<file path="config.mk">
export PLATFORM = sky130hd
export DESIGN_NAME = ddr_rw_scheduler
export DESIGN_NICKNAME = d
export VERILOG_FILES = /design/src/rtl/ddr_pkg.sv /design/src/rtl/ddr_burst_splitter.sv /design/src/rtl/ddr_rw_scheduler.sv
export SDC_FILE = /design/constraint.sdc
export NUM_CORES = 1
export LEC_CHECK = 0
export ABC_CLOCK_PERIOD_IN_PS = 3350
export CAP_MARGIN = 20
export CORE_MARGIN = 4
export CORE_UTILIZATION = 46
export DETAILED_ROUTE_END_ITERATION = 10
export PLACE_DENSITY_LB_ADDON = 0.15
export SLEW_MARGIN = 20
export SYNTH_ARGS = -nofsm -noshare
export SYNTH_HDL_FRONTEND = slang
export SYNTH_HIERARCHICAL = 1
export SYNTH_SLANG_ARGS = --single-unit
</file>
<file path="constraint.sdc">
create_clock -name clk -period 3.35 [get_ports clk]
set_clock_uncertainty 0.1 [all_clocks]
set_input_delay 0.5025 -clock clk [delete_from_list [all_inputs] [get_ports clk]]
set_output_delay 0.5025 -clock clk [all_outputs]
set_load 0.1 [all_outputs]
</file>
<file path="src/rtl/ddr_pkg.sv">
// Shared definitions for the DDR read/write command scheduler: FSM state
// encodings, transfer direction constants and the default row geometry.
package ddr_pkg;

   localparam int DDR_COL_BITS  = 10;
   localparam int DDR_ROW_BEATS = 2 ** DDR_COL_BITS;

   typedef enum logic [2:0] {
      ST_IDLE  = 3'd0,
      ST_CALC  = 3'd1,
      ST_ISSUE = 3'd2,
      ST_WAIT  = 3'd3,
      ST_DONE  = 3'd4
   } state_t;

   typedef enum logic {
      DIR_WR = 1'b0,
      DIR_RD = 1'b1
   } dir_t;

endpackage

</file>
<file path="src/rtl/ddr_burst_splitter.sv">
// Combinational burst-length calculator: the next engine burst is the
// smallest of the beats still owed, the engine burst cap and the beats left
// before the current DRAM row ends, so no burst ever straddles a row.
module ddr_burst_splitter #(
   parameter int         COL_BITS  = 10,
   parameter int         LEN_WIDTH = 16,
   parameter logic [7:0] BURST_LEN = 8'd8
) (
   input  logic [COL_BITS-1:0]  col,
   input  logic [LEN_WIDTH-1:0] remaining,
   output logic [7:0]           blen
);

   // Common comparison width wide enough for every operand.
   localparam int W_A = (LEN_WIDTH > COL_BITS + 1) ? LEN_WIDTH : COL_BITS + 1;
   localparam int W   = (W_A > 8) ? W_A : 8;

   logic [COL_BITS:0] room_s;
   logic [W-1:0]      rem_w_s;
   logic [W-1:0]      room_w_s;
   logic [W-1:0]      cap_w_s;

   // Beats left in the row, then pick the smallest of the three limits.
   always_comb begin
      room_s   = {1'b1, {COL_BITS{1'b0}}} - {1'b0, col};
      rem_w_s  = W'(remaining);
      room_w_s = W'(room_s);
      cap_w_s  = W'(BURST_LEN);
      if ((rem_w_s <= cap_w_s) && (rem_w_s <= room_w_s)) begin
         blen = rem_w_s[7:0];
      end else if (room_w_s <= cap_w_s) begin
         blen = room_w_s[7:0];
      end else begin
         blen = BURST_LEN;
      end
   end

endmodule

</file>
<file path="src/rtl/ddr_rw_scheduler.sv">
// Round-robin write/read command scheduler in front of the AXI burst masters.
// One client command is in flight at a time; it is cut into row-safe bursts,
// each sequenced trig -> done on the selected engine, then completion is
// reported back to the client with a one-cycle done pulse.
module ddr_rw_scheduler
   import ddr_pkg::*;
#(
   parameter int         ADDR_WIDTH = 27,
   parameter int         COL_BITS   = DDR_COL_BITS,
   parameter logic [7:0] BURST_LEN  = 8'd8,
   parameter int         LEN_WIDTH  = 16
) (
   input  logic                  clk,
   input  logic                  rst_n,
   input  logic                  init_end,
   input  logic                  wr_cmd_valid,
   output logic                  wr_cmd_ready,
   input  logic [ADDR_WIDTH-1:0] wr_cmd_addr,
   input  logic [LEN_WIDTH-1:0]  wr_cmd_beats,
   output logic                  wr_cmd_done,
   input  logic                  rd_cmd_valid,
   output logic                  rd_cmd_ready,
   input  logic [ADDR_WIDTH-1:0] rd_cmd_addr,
   input  logic [LEN_WIDTH-1:0]  rd_cmd_beats,
   output logic                  rd_cmd_done,
   output logic                  wr_trig,
   output logic [ADDR_WIDTH-1:0] wr_addr,
   output logic [7:0]            wr_len,
   input  logic                  wr_ready,
   input  logic                  wr_done,
   output logic                  rd_trig,
   output logic [ADDR_WIDTH-1:0] rd_addr,
   output logic [7:0]            rd_len,
   input  logic                  rd_ready,
   input  logic                  rd_done,
   output logic                  busy
);

   state_t                state_r;
   dir_t                  dir_r;
   dir_t                  last_grant_r;
   logic [ADDR_WIDTH-1:0] addr_r;
   logic [LEN_WIDTH-1:0]  remaining_r;
   logic [7:0]            len_r;

   dir_t                  grant_s;
   logic                  eng_ready_s;
   logic                  eng_done_s;
   logic [7:0]            blen_s;

   ddr_burst_splitter #(
      .COL_BITS  (COL_BITS),
      .LEN_WIDTH (LEN_WIDTH),
      .BURST_LEN (BURST_LEN)
   ) u_splitter (
      .col       (addr_r[COL_BITS-1:0]),
      .remaining (remaining_r),
      .blen      (blen_s)
   );

   // Round-robin pick: a lone requester wins, a tie goes against the last grant.
   always_comb begin
      grant_s = DIR_WR;
      if (wr_cmd_valid && rd_cmd_valid) begin
         grant_s = (last_grant_r == DIR_RD) ? DIR_WR : DIR_RD;
      end else if (rd_cmd_valid) begin
         grant_s = DIR_RD;
      end else begin
         grant_s = DIR_WR;
      end
   end

   // Route the selected engine's handshake inputs; the other engine is ignored.
   always_comb begin
      eng_ready_s = 1'b0;
      eng_done_s  = 1'b0;
      if (dir_r == DIR_WR) begin
         eng_ready_s = wr_ready;
         eng_done_s  = wr_done;
      end else begin
         eng_ready_s = rd_ready;
         eng_done_s  = rd_done;
      end
   end

   // Command FSM with registered client and engine outputs.
   always_ff @(posedge clk) begin
      if (!rst_n) begin
         state_r      <= ST_IDLE;
         dir_r        <= DIR_WR;
         last_grant_r <= DIR_RD;
         addr_r       <= {ADDR_WIDTH{1'b0}};
         remaining_r  <= {LEN_WIDTH{1'b0}};
         len_r        <= 8'd0;
         wr_cmd_ready <= 1'b0;
         rd_cmd_ready <= 1'b0;
         wr_cmd_done  <= 1'b0;
         rd_cmd_done  <= 1'b0;
         wr_trig      <= 1'b0;
         rd_trig      <= 1'b0;
         wr_addr      <= {ADDR_WIDTH{1'b0}};
         rd_addr      <= {ADDR_WIDTH{1'b0}};
         wr_len       <= 8'd0;
         rd_len       <= 8'd0;
         busy         <= 1'b0;
      end else begin
         wr_cmd_ready <= 1'b0;
         rd_cmd_ready <= 1'b0;
         wr_cmd_done  <= 1'b0;
         rd_cmd_done  <= 1'b0;
         wr_trig      <= 1'b0;
         rd_trig      <= 1'b0;
         case (state_r)
            ST_IDLE: begin
               if (init_end && (wr_cmd_valid || rd_cmd_valid)) begin
                  if (grant_s == DIR_WR) begin
                     wr_cmd_ready <= 1'b1;
                     addr_r       <= wr_cmd_addr;
                     remaining_r  <= wr_cmd_beats;
                  end else begin
                     rd_cmd_ready <= 1'b1;
                     addr_r       <= rd_cmd_addr;
                     remaining_r  <= rd_cmd_beats;
                  end
                  dir_r        <= grant_s;
                  last_grant_r <= grant_s;
                  state_r      <= ST_CALC;
                  busy         <= 1'b1;
               end
            end
            ST_CALC: begin
               if (remaining_r == {LEN_WIDTH{1'b0}}) begin
                  state_r <= ST_DONE;
               end else begin
                  len_r   <= blen_s;
                  state_r <= ST_ISSUE;
               end
            end
            ST_ISSUE: begin
               if (eng_ready_s) begin
                  if (dir_r == DIR_WR) begin
                     wr_trig <= 1'b1;
                     wr_addr <= addr_r;
                     wr_len  <= len_r;
                  end else begin
                     rd_trig <= 1'b1;
                     rd_addr <= addr_r;
                     rd_len  <= len_r;
                  end
                  state_r <= ST_WAIT;
               end
            end
            ST_WAIT: begin
               if (eng_done_s) begin
                  addr_r      <= addr_r + ADDR_WIDTH'(len_r);
                  remaining_r <= remaining_r - LEN_WIDTH'(len_r);
                  state_r     <= ST_CALC;
               end
            end
            ST_DONE: begin
               if (dir_r == DIR_WR) begin
                  wr_cmd_done <= 1'b1;
               end else begin
                  rd_cmd_done <= 1'b1;
               end
               state_r <= ST_IDLE;
               busy    <= 1'b0;
            end
            default: begin
               state_r <= ST_IDLE;
               busy    <= 1'b0;
            end
         endcase
      end
   end

endmodule

</file>
# [Word-level counts from Yosys, hierarchy flattened]
# Cells that the tools add are included.
[word_totals] out_inout_bits=77 reg_bits=133 elab_cells=77 inputBits=95
[classes] n_addsub=3 reduce_logical=18 magnitude_cmp=3 n_mux=26 bitwise=3 n_eq_ne=7
[op_table] operator="two-way mux 27 bit" count=3
[op_table] operator="one-hot mux 27 bit (2 select lines)" count=1
[op_table] operator="two-way mux 16 bit" count=3
[op_table] operator="one-hot mux 16 bit (2 select lines)" count=1
[op_table] operator="adder 27 x 8 -> 27 bit" count=1
[op_table] operator="AND reduction 3 bit" count=6
[op_table] operator="<= comparator 16 x 11 -> 1 bit" count=1
[op_table] operator="<= comparator 16 x 4 -> 1 bit (second input constant)" count=1
[op_table] operator="logical NOT 16 bit" count=1
[op_table] operator="two-way mux 8 bit" count=2
[op_table] operator="subtractor 16 x 8 -> 16 bit" count=1
[op_table] operator="two-way mux 3 bit" count=4
[op_table] operator="one-hot mux 3 bit (4 select lines)" count=1
[op_table] operator="<= comparator 11 x 4 -> 1 bit (second input constant)" count=1
[op_table] operator="subtractor 11 x 10 -> 11 bit (first input constant)" count=1
[op_table] operator="two-way mux 1 bit" count=10
[op_table] operator="AND reduction 2 bit" count=4
[op_table] operator="== test 3 x 2 -> 1 bit (second input constant)" count=2
[op_table] operator="!= test 2 bit (second input constant)" count=3
[op_table] operator="== test 3 x 1 -> 1 bit (second input constant)" count=1
[op_table] operator="== test 3 bit (second input constant)" count=1
[op_table] operator="logical AND 1 bit" count=3
[op_table] operator="logical NOT 3 bit" count=1
[op_table] operator="NOT 1 bit" count=3
[op_table] operator="4 further kinds" count=4

# [Longest topological paths before layout]
# Gate-level depths: netlist of the first run.
[depth] depth_word=5 mapped_depth=14

# [Hierarchy]
# The synthesis of the first run kept the hierarchy.
[by_module_without_submodules] mod="ddr_rw_scheduler" n_inst=1 area_per_inst_um2=6990.5 cells_each=898 seq_area_each_um2=2662.6
[by_module_without_submodules] mod="ddr_burst_splitter" n_inst=1 area_per_inst_um2=656.9 cells_each=87 seq_area_each_um2=0.0

# [Worst setup path after synthesis of the first run]
# No wires, ideal clock.
[synth_timing] kind="reg-to-reg" start="register addr_r[0]" end="register len_r[2]" stages_incl_launch_ff=13 setup_slack_ps=-71 t_arrival_ps=3198 synth_period_minus_slack_ps=3421 setup_time_ps=122 required_time_ps=3128 cell_sequence="dfxtp_1 or4_4 or4_4 nor3_1 xor2_1 ha_1 nand3_1 a211o_1 a41oi_1 or2_2 mux2_1 nand2_1 o21ai_0"
[synth_between] elab_chain_cells=4
[synth_rtl] item="start: declaration" line_no="ddr_rw_scheduler.sv:42" rtl="logic [ADDR_WIDTH-1:0] addr_r;"
[synth_rtl] item="start signal: assignment" line_no="ddr_rw_scheduler.sv:92" rtl="addr_r <= {ADDR_WIDTH{1'b0}};"
[synth_rtl] item="start signal: assignment" line_no="ddr_rw_scheduler.sv:118" rtl="addr_r <= wr_cmd_addr;"
[synth_rtl] item="start signal: assignment" line_no="ddr_rw_scheduler.sv:122" rtl="addr_r <= rd_cmd_addr;"
[synth_rtl] item="subtractor 11 x 10 -> 11 bit *" line_no="ddr_burst_splitter.sv:25" rtl="room_s = {1'b1, {COL_BITS{1'b0}}} - {1'b0, col};"
[synth_rtl] item="<= comparator 16 x 11 -> 1 bit / <= comparator 11 x 4 -> 1 bit (equally long branches)" line_no="ddr_burst_splitter.sv:29, ddr_burst_splitter.sv:31"
[synth_rtl] item="logical AND 1 bit / two-way mux 8 bit (equally long branches)" line_no="ddr_burst_splitter.sv:29, ddr_burst_splitter.sv:31"
[synth_rtl] item="two-way mux 8 bit *" line_no="ddr_burst_splitter.sv:29" rtl="if ((rem_w_s <= cap_w_s) && (rem_w_s <= room_w_s)) begin"
[synth_rtl] item="net blen_s[2]" line_no="ddr_rw_scheduler.sv:49" rtl="logic [7:0] blen_s;"
[synth_rtl] item="end signal: assignment" line_no="ddr_rw_scheduler.sv:135" rtl="len_r <= blen_s;"
[synth_rtl] item="end: declaration" line_no="ddr_rw_scheduler.sv:44" rtl="logic [7:0] len_r;"
# The timed path passes the listed nets; every way through them passes the cells marked *.
# A chain may end at the register's enable or synchronous reset.

# [Worst setup path after layout of the first run]
# Same ends and word-level chain as after synthesis.

==> results of run 1 <==
stage by stage:
step	setup TNS, ps	instance area [sq um]	hold WS (ps)
after floorplan	0	7670	332
after global placement	0	9590	342
after detailed placement	0	9590	347
after CTS	0	10100	354
after global routing	-254	10200	370
final	0	10200	352
flip-flops by register name (all words and copies together), names as in the netlist:
register,flops
rd_len,8
busy,1
wr_addr,27
wr_len,8
remaining_r,16
rd_cmd_done,1
addr_r,27
len_r,8
last_grant_r,1
state_r,3
rd_addr,27
dir_r,1
rd_cmd_ready,1
wr_cmd_done,1
rd_trig,1
wr_trig,1
wr_cmd_ready,1
cell families (layout without fill, tap and decap cells):
family / Yosys count / in the layout / synth area share
simple gates: 394 / 394 / 0.238
compound gates: 254 / 254 / 0.212
flops: 133 / 133 / 0.348
buf+inv: 100 / 266 / 0.0548
mux: 60 / 60 / 0.0798
fa+ha+maj: 31 / 31 / 0.0527
xor+xnor: 12 / 12 / 0.0137
other cells: 1 / 4 / 0.000490
worst max-delay path: stages, from the launching register on:
cell	delay (ps)
dfxtp_2	320
or4_4	540
or4_4	450
buf_6	140
xnor2_1	120
ha_1	350
nand4_1	150
a211o_1	280
a41oi_2	200
or2_4	160
mux2_4	290
nand2_1	50
o21ai_0	60
power by group:
part / internal (W) / total (W) / switching [W]
sequential: 0.00166 / 0.00179 / 0.000132
combinational: 0.000570 / 0.00133 / 0.000759
clock: 0.00103 / 0.00176 / 0.000722
area by class of cell:
| class | instances | area (sq um) |
|---|---|---|
| Tap cell | 216 | 270 |
| Clock buffer | 19 | 443 |
| Inverter | 22 | 82.6 |
| Sequential cell | 133 | 2660 |
| Timing Repair Buffer | 213 | 1960 |
| Clock inverter | 12 | 108 |
| Multi-Input combinational cell | 755 | 4650 |
| Fill cell | 1430 | 5880 |
worst min path at each step:
stage | depth (start not counted) | end | start
final | 2 | rd_addr[24]$_SDFFE_PN0P_ | rd_addr[24]$_SDFFE_PN0P_
after global routing | 2 | rd_addr[3]$_SDFFE_PN0P_ | rd_addr[3]$_SDFFE_PN0P_
after CTS | 2 | wr_addr[19]$_SDFFE_PN0P_ | wr_addr[19]$_SDFFE_PN0P_
after detailed placement | 2 | wr_addr[19]$_SDFFE_PN0P_ | wr_addr[19]$_SDFFE_PN0P_
after global placement | 2 | rd_addr[11]$_SDFFE_PN0P_ | rd_addr[11]$_SDFFE_PN0P_
after floorplan | 2 | last_grant_r$_SDFFE_PN1P_ | last_grant_r$_SDFFE_PN1P_
layer usage:
| metal | part of all wire | vias up |
|---|---|---|
| met1 | 0.43 | 3654 |
| met2 | 0.46 | 330 |
| met4 | 0.024 | 0 |
| met5 | 0 | - |
| met3 | 0.090 | 39 |
| li1 | - | 3835 |
placed cells by master (no fill, tap or decap), types with 5 or more instances in the layout:
master / instances
a2111oi_0: 6
a211oi_1: 11
a21o_1: 6
a21oi_1: 114
a31oi_1: 11
and3_1: 9
buf_4: 73
clkbuf_16: 17
clkdlybuf4s50_1: 138
dfxtp_1: 132
ha_1: 29
inv_1: 21
mux2_2: 7
mux2i_1: 52
nand2_1: 203
nand2b_1: 5
nand3_1: 34
nand4_1: 11
nor2_1: 46
nor2b_1: 8
nor3_1: 28
nor3_2: 5
o211ai_1: 17
o21a_1: 5
o21ai_0: 22
o22ai_1: 8
o31ai_1: 7
or3_1: 10
or4_1: 8
xnor2_1: 6
xor2_1: 6
what timing repair did:
action | CTS | global route
gates resized for setup | 0 | 12
setup buffers | 0 | 0
endpoints found under the setup margin | 0 | 4
==> metrics.md, run 1 <==
| Metric | Value |
|---|---|
| Status | `complete, no violations` |
| CP Capture Point | `len_r[2]$_SDFFE_PN0P_` |
| Worst r2r src | `addr_r[0]$_SDFFE_PN0P_` |
| Routed wire length | `about 24 mm` |
| Die Span Y | `137 um` |
| Initial drt markers | `~470` |
| M3 GR Usage | `0.0529` |
| CP required | `between 3000 and 4000 ps` |
| CP endpoint kind | `flop` |
| CTS tree | `yes` |
| First-pass GRT wire length | `36.6 mm` |
| Final GP Congestion | `roughly 0.92` |
| Leading post-synthesis cells by instance count | `203 x nand2_1, 133 x dfxtp_1, 116 x a21oi_1, 53 x clkbuf_1, 52 x mux2i_1` |
| Count of cell types in the netlist | `74` |
| Fmax | `around 0.3 GHz` |
| Most used flip-flop cell after synthesis | `dfxtp_1` |
| Vias in the first global route | `7056` |
| Worst-margin pin slew | `996 ps` |
| Num rows | `46` |
| Met1 Use GR | `0.334` |
| Synth async-reset ratio | `0` |
| RR Endpoint | `len_r[2]$_SDFFE_PN0P_` |
| Vias after detailed routing | `7858` |
| Post-layout util | `0.634` |
| Top cell type's share of synthesized area | `0.348` |
| Detailed placement HPWL | `17.1 mm` |
| Core ar. | `16100 sq um` |
| Vias/cell | `5.74` |
| PwrDens | `between 400 and 500 nW/um^2` |
| Die width | `between 100 and 150 um` |
| Seq/Total Area, Yosys | `0.348` |
| CTS Buf Count | `17` |
| Initial Util | `0.476` |
| Final worst-path cycle share | `0.999` |
| Synthesized area | `7650 sq um` |
| Antenna fix cells | `0` |
| CTS sink count | `133` |
| Power Total | `roughly 0.005 W` |
| Post-layout worst setup margin | `1.70 ps` |
| Layout cells sized above 1 | `0.124` |
| Die Area | `18800 sq um` |
| Critical path class | `flop to flop` |
| Average wire per cell in the routed design | `17.6 um` |
| Placed Cells | `1339` |
| Latest clock arrival within the worst-skew pair | `420 ps` |
| DRC viols | `0` |
| Worst vdd ir | `0.000371 V` |
| Post-synth EDFFs | `0` |
| Synth Instances | `985` |
| Nets | `1268` |
| Cell type with the highest aggregate area in the netlist | `dfxtp_1` |
| CP max FO | `3` |
| Hold Vio Cnt, Final | `0` |
| CP startpoint kind | `flop` |
| M2 GR Usage | `0.388` |
| CTS clock-pin slew for the worst setup and hold paths | `around 60 ps` |
| Register-to-Register Path Depth | `12` |
| Top Usage Layer GRT | `met2` |
| Total gr overflow | `0` |
| # IOs | `172` |
| CTS Buffer Depth | `2` |
| DRT antenna net count | `0` |
| DP Worst Slack | `18.5 ps` |
| Area growth syn-to-layout | `33.1%` |
| CTS hold repair buffers | `0` |
| Fin crit period | `roughly 3300 ps` |
| Most instantiated library cell after synthesis | `nand2_1` |
| P_leak | `~3.8 nW` |
| Reg2Reg Setup Slack | `2 ps` |
| Pin count of the biggest net entering global routing | `between 40 and 50` |
| Critical path launch point | `addr_r[0]$_SDFFE_PN0P_` |
| DRT Pass-1 Iters | `5` |
| Buffers on Ports | `roughly 170` |
| Slew Limit Fails | `0` |
| Synth warn | `6` |
| Max Cap Viol | `0` |
| Clock Root Buffer | `clkbuf_16` |
| H-Tree Depth | `4` |
| Post-Layout Cell Count | `1370` |
| Register bit total from synthesis | `133` |
| # setup viols final | `0` |
| Hold Crit Class | `flop to flop` |
| Crit path DAT | `3530 ps` |
| Syn_area_per_cell | `between 7 and 8 sq um` |
| Max-slew headroom | `0.334` |
| Unrepaired setup endpoints after global routing | `yes` |
| Largest cells by area after synthesis | `dfxtp_1 35%, nand2_1 10%, a21oi_1 7.6%` |
| Initial antenna violation count | `0` |
| GRT Resource Usage Total | `0.247` |
No activity file was read; power rests on OpenSTA's default activity.
==> inputs of run 2 (changes only) <==
- CORE_UTILIZATION: 46 -> 48
- CTS_BUF_LIST: default -> sky130_fd_sc_hd__clkbuf_4 sky130_fd_sc_hd__clkbuf_8
==> metrics.md, run 2 (synthesis results as in run 1) <==
| Metric | Value |
|---|---|
| Buffers on Ports | `171` |
| DRC viols | `0` |
| Average wire per cell in the routed design | `17.6 um` |
| Post-layout worst setup margin | `-16.1 ps` |
| Initial Util | `0.496` |
| Post-CTS setup buffer count | `0` |
| Instance count on the critical path | `13` |
| Final worst-path cycle share | `1.00` |
| Biggest regs | `addr_r (27), rd_addr (27), wr_addr (27)` |
| First-pass GRT wire length | `37.6 mm` |
| Critical path cell sequence | `or4_4, or4_4, nor3_4, xor2_1, ha_1, a21o_1, a21oi_2, a41oi_2, or2_4, buf_4, a31oi_1, nand2_1, o21ai_0` |
| Initial drt markers | `520` |
| CP required | `3640 ps` |
| # setup viols final | `2` |
| Nets | `1262` |
| Most common cell after layout, fill and taps aside | `nand2_1` |
| Initial antenna violation count | `0` |
| P_leak | `~3.7 nW` |
| Most frequent CP cell | `or4_4` |
| Vias after detailed routing | `slightly below 8000` |
| Most frequent cells in the layout | `203 x nand2_1, 132 x dfxtp_1, 130 x clkdlybuf4s50_1, 115 x a21oi_1, 75 x buf_4` |
| Slew Limit Fails | `0` |
| Worst r2r src | `addr_r[0]$_SDFFE_PN0P_` |
| Die Area | `18000 sq um` |
| # IOs | `172` |
| Detailed placement HPWL | `17.0 mm` |
| Die width | `about 130 um` |
| Critical path class | `flop to flop` |
| Total gr overflow | `0` |
| Num rows | `45` |
| Max Cap Viol | `0` |
| GRT Resource Usage Total | `0.260` |
| CTS Buffer Depth | `2` |
| Pin count of the biggest net entering global routing | `48` |
| Hold Vio Cnt, Final | `0` |
| Latest clock arrival within the worst-skew pair | `~460 ps` |
| Hold Crit Class | `flop to flop` |
| Power Total | `around 0.0044 W` |
| Critical path's top delay family | `simple AND/OR/NAND/NOR gates` |
| Critical path's slowest cell | `or4_4` |
| Post-layout util | `0.643` |
| Max-slew headroom | `0.339` |
| Clock Root Buffer | `clkbuf_8` |
| DRT Pass-1 Iters | `5` |
| CTS Buf Count | `17` |
| CP max FO | `3` |
| Vias in the first global route | `7169` |
| PwrDens | `440 nW/um^2` |
| Unrepaired setup endpoints after global routing | `yes` |
| CP startpoint kind | `flop` |
| Fmax | `about 0.3 GHz` |
| CTS clock-pin slew for the worst setup and hold paths | `80 ps` |
| Failing checks | `setup timing` |
| DRT antenna net count | `0` |
| Worst vdd ir | `0.000323 V` |
| CP Capture Point | `len_r[3]$_SDFFE_PN0P_` |
| Fillers | `1439` |
| Routed wire length | `23.9 mm` |
| CTS hold repair buffers | `0` |
| Core ar. | `15400 sq um` |
| Vias/cell | `roughly 5.8` |
| Die Span Y | `between 100 and 150 um` |
| Layout cells sized above 1 | `0.126` |
| Area growth syn-to-layout | `29.7%` |
| RR Endpoint | `len_r[3]$_SDFFE_PN0P_` |
| Reg2Reg Setup Slack | `-20 ps` |
| Slowest stage delay, CP | `540 ps` |
| CTS sink count | `roughly 130` |
| Final GP Congestion | `0.896` |
| Crit path DAT | `roughly 3700 ps` |
| H-Tree Depth | `4` |
| CTS tree | `yes` |
| Critical path launch point | `addr_r[0]$_SDFFE_PN0P_` |
| CP bufs+invs | `1` |
| Fin crit period | `3370 ps` |
| Worst-margin pin slew | `988 ps` |
| Fin Setup TNS | `-28.4 ps` |
| Register-to-Register Path Depth | `13` |
| Antenna fix cells | `0` |
| CP endpoint kind | `flop` |
| Status | `complete, but fails checks` |
-- run 2: cell types whose count changed in the layout (fill, tap and decap cells not counted), sizes merged --
cell | previous run | this run
clkinv | 7 | 9
buf | 75 | 77
clkdlybuf4s50 | 138 | 130
clkbuf | 19 | 18
clkinvlp | 3 | 2
-- run 2: per-layer routing --
| layer | wire length, um | share of wire | vias up | global-route usage |
|---|---|---|---|---|
| li1 | - | - | 3822 | - |
| met1 | 10500 | 0.44 | 3675 | 0.355 |
| met2 | 11000 | 0.46 | 296 | 0.416 |
| met3 | 1960 | 0.082 | 28 | 0.0551 |
| met4 | 457 | 0.019 | 0 | 0.0730 |
| met5 | 0 | 0 | - | 0 |
-- run 2: cell type report --
type / count / area (sq um) / area share
sequential: 133 / 2660 / 0.269
multi-input combinational: 755 / 4650 / 0.469
tap: 211 / 264 / 0.0266
timing repair buffer: 207 / 1900 / 0.191
clock inverter: 13 / 110 / 0.0111
clock buffer: 18 / 248 / 0.0250
inverter: 22 / 82.6 / 0.00833
-- run 2: through the flow --
step           hold WS (ps)  cell area (sq um)  setup slack [ps]  std cells
3_5_place_dp            347               9520             -26.7       1328
3_3_place_gp            342               9520              44.9       1328
2_1_floorplan           332               7670              32.4        988
5_1_grt                 371               9920              -119       1359
4_1_cts                 357               9890              12.4       1359
6_report                355               9920             -16.1       1359
-- run 2: worst reg2reg max path, stage by stage, from the launching register on --
cell     delay, ps
dfxtp_2        320
or4_4          540
or4_4          460
nor3_4         140
xor2_1         200
ha_1           270
a21o_1         210
a21oi_2        160
a41oi_2        150
or2_4          270
buf_4          150
a31oi_1        150
nand2_1         60
o21ai_0        130
-- run 2: power breakdown --
| part | switching [W] | leakage [nW] | internal [W] |
|---|---|---|---|
| Combinational | 0.000745 | 2.42 | 0.000553 |
| Sequential | 0.000136 | 1.08 | 0.00166 |
| Clock | 0.000670 | 0.184 | 0.000597 |
| Total | 0.00155 | 3.68 | 0.00281 |
-- run 2: how the worst min path moves through the flow --
stage / startpoint / to / cells after the start
3_5_place_dp: rd_addr[20]$_SDFFE_PN0P_ / rd_addr[20]$_SDFFE_PN0P_ / 2
6_report: wr_addr[9]$_SDFFE_PN0P_ / wr_addr[9]$_SDFFE_PN0P_ / 2
5_1_grt: wr_len[6]$_SDFFE_PN0P_ / wr_len[6]$_SDFFE_PN0P_ / 2
3_3_place_gp: wr_addr[19]$_SDFFE_PN0P_ / wr_addr[19]$_SDFFE_PN0P_ / 2
2_1_floorplan: last_grant_r$_SDFFE_PN1P_ / last_grant_r$_SDFFE_PN1P_ / 2
4_1_cts: wr_len[6]$_SDFFE_PN0P_ / wr_len[6]$_SDFFE_PN0P_ / 2
-- run 2: timing repair --
action	CTS	global route
endpoints found under the hold margin	0	0
setup endpoints to repair	2	4
resized for setup	3	9
pin swaps	2	0
==> edit: new RTL, flow settings as in run 1 <==
`LEN_WIDTH` is set to 16 in 2 places; all go to 32.
--- a/src/rtl/ddr_burst_splitter.sv
+++ b/src/rtl/ddr_burst_splitter.sv
@@ -3,7 +3,7 @@
 // before the current DRAM row ends, so no burst ever straddles a row.
 module ddr_burst_splitter #(
    parameter int         COL_BITS  = 10,
-   parameter int         LEN_WIDTH = 16,
+   parameter int         LEN_WIDTH = 32,
    parameter logic [7:0] BURST_LEN = 8'd8
 ) (
    input  logic [COL_BITS-1:0]  col,
--- a/src/rtl/ddr_rw_scheduler.sv
+++ b/src/rtl/ddr_rw_scheduler.sv
@@ -8,7 +8,7 @@
    parameter int         ADDR_WIDTH = 27,
    parameter int         COL_BITS   = DDR_COL_BITS,
    parameter logic [7:0] BURST_LEN  = 8'd8,
-   parameter int         LEN_WIDTH  = 16
+   parameter int         LEN_WIDTH  = 32
 ) (
    input  logic                  clk,
    input  logic                  rst_n,
Ports: changed (resized rd_cmd_beats and wr_cmd_beats); port bits go from 172 to 204. No check against the original RTL was run, so the function may have changed too.
==> edit against run 1 <==
First-iteration DRC count up 100%; wire length up 24%; area after synthesis up 15%; die area up 14%; count of clock-buffer cells in the layout up 1; worst setup slack better by 0.082 ns; power up 4.7%; sequential cell count up 16; design area up 15%; cell count up 18%; hold slack better by 0.0032 ns; synthesized cell count up 20%; largest cell class unchanged.
==> edit: results (changes against run 1) <==
[layout]
layout.nets=1531  ; +21%
drive_gt1_share_pct=9.88  ; -2.5 points

[power]
p_leak_nw=4.53  ; +20%
ir_worst_vdd_uv=327  ; -12%

[placed_design]
dp_hpwl_mm=21.7  ; +27%
port_buffers=203  ; +19%
routabilityCongestion=0.937  ; +1.8%
dpl_cell_area_um2=11100  ; +16%
place_ws_ns=0.141  ; +0.122 ns

[global_routing]
first_global_vias=8926  ; +27%
met1_usage_pct=37.4  ; +4.0 points
grt_max_degree=82  ; +67%
grt_pass1_wl_mm=47.5  ; +30%
met3_usage_pct=5.80  ; +0.51 points
met2_usage_pct=42.6  ; +3.7 points

[route]
vias=9519  ; +21%
wl_per_cell_um=18.5  ; +5.3%
dr_wl_met3_mm=2.50  ; +16%
route.met2.wl_mm=13.4  ; +21%
drt_iter0_markers=946  ; +100%
met1_length_mm=13.3  ; +29%
drt_first_pass_iters=6  ; +1

[yosys]
synth_fa_ha_area_share_pct=4.58  ; -0.68 points
synth_xor_area_share_pct=1.20  ; -0.18 points
ys_top_cells_by_area=dfxtp_1 (34%), nand2_1 (13%), a21oi_1 (8.4%), ha_1 (4.1%), mux2i_1 (4.1%)
synth.distinct_cells=82  ; +11%
synthMuxAreaShare_pct=4.78  ; -3.2 points

[critical_path]
r2r_setup_slack_ns=0.08  ; +0.08 ns
r2r-start=addr_r[4]$_SDFFE_PN0P_
cp_max_fo=4  ; +1

[sta]
slew_headroom_pct=32.8  ; -0.54 points
fin_hold_ws_ns=0.355  ; +0.00317 ns

[status]
status=finished, final reports clean

## edit: worst max path at each step
stage / from / end / slack, ns / cells past startpoint
finish: addr_r[4]$_SDFFE_PN0P_ / len_r[2]$_SDFFE_PN0P_ / 0.08 / 14
global route: addr_r[4]$_SDFFE_PN0P_ / len_r[2]$_SDFFE_PN0P_ / 0.008 / 14
CTS: addr_r[5]$_SDFFE_PN0P_ / len_r[2]$_SDFFE_PN0P_ / 0.12 / 13
detailed placement: addr_r[5]$_SDFFE_PN0P_ / len_r[2]$_SDFFE_PN0P_ / 0.14 / 13
global placement: addr_r[5]$_SDFFE_PN0P_ / len_r[2]$_SDFFE_PN0P_ / 0.16 / 13
floorplan: addr_r[3]$_SDFFE_PN0P_ / len_r[2]$_SDFFE_PN0P_ / 0.35 / 13
## edit: cell families (layout without fill, tap and decap cells)
| group | after synthesis | after routing |
|---|---|---|
| xor+xnor | 12 | 12 |
| fa+ha+maj | 31 | 31 |
| buf+inv | 106 | 305 |
| compound gates | 307 | 307 |
| flops | 149 | 149 |
| mux | 41 | 41 |
| other cells | 1 | 4 |
| simple gates | 537 | 537 |
## edit: area by class of cell
type                       instances  area [µm²]
fill                            1740        7090
multi-input combinational        932        5370
sequential                       149        2980
timing repair buffer             250        2360
clock buffer                      20         447
tap                              234         293
clock inverter                    12         144
inverter                          23        87.6
## edit: metrics by stage
stage | instances | total power [mW]
2_1_floorplan | 1187 | 2.73
3_3_place_gp | 1587 | 3.16
5_1_grt | 1620 | 5.30
3_5_place_dp | 1587 | 3.17
4_1_cts | 1619 | 5.10
6_report | 1620 | 5.11
## edit: report_power, final
part           internal [mW]  switching, mW  total, mW  leakage [nW]
sequential              1.84          0.121       1.96          1.21
clock                   1.13          0.811       1.94         0.278
combinational          0.539          0.668       1.21          3.04
total                   3.51           1.60       5.11          4.53
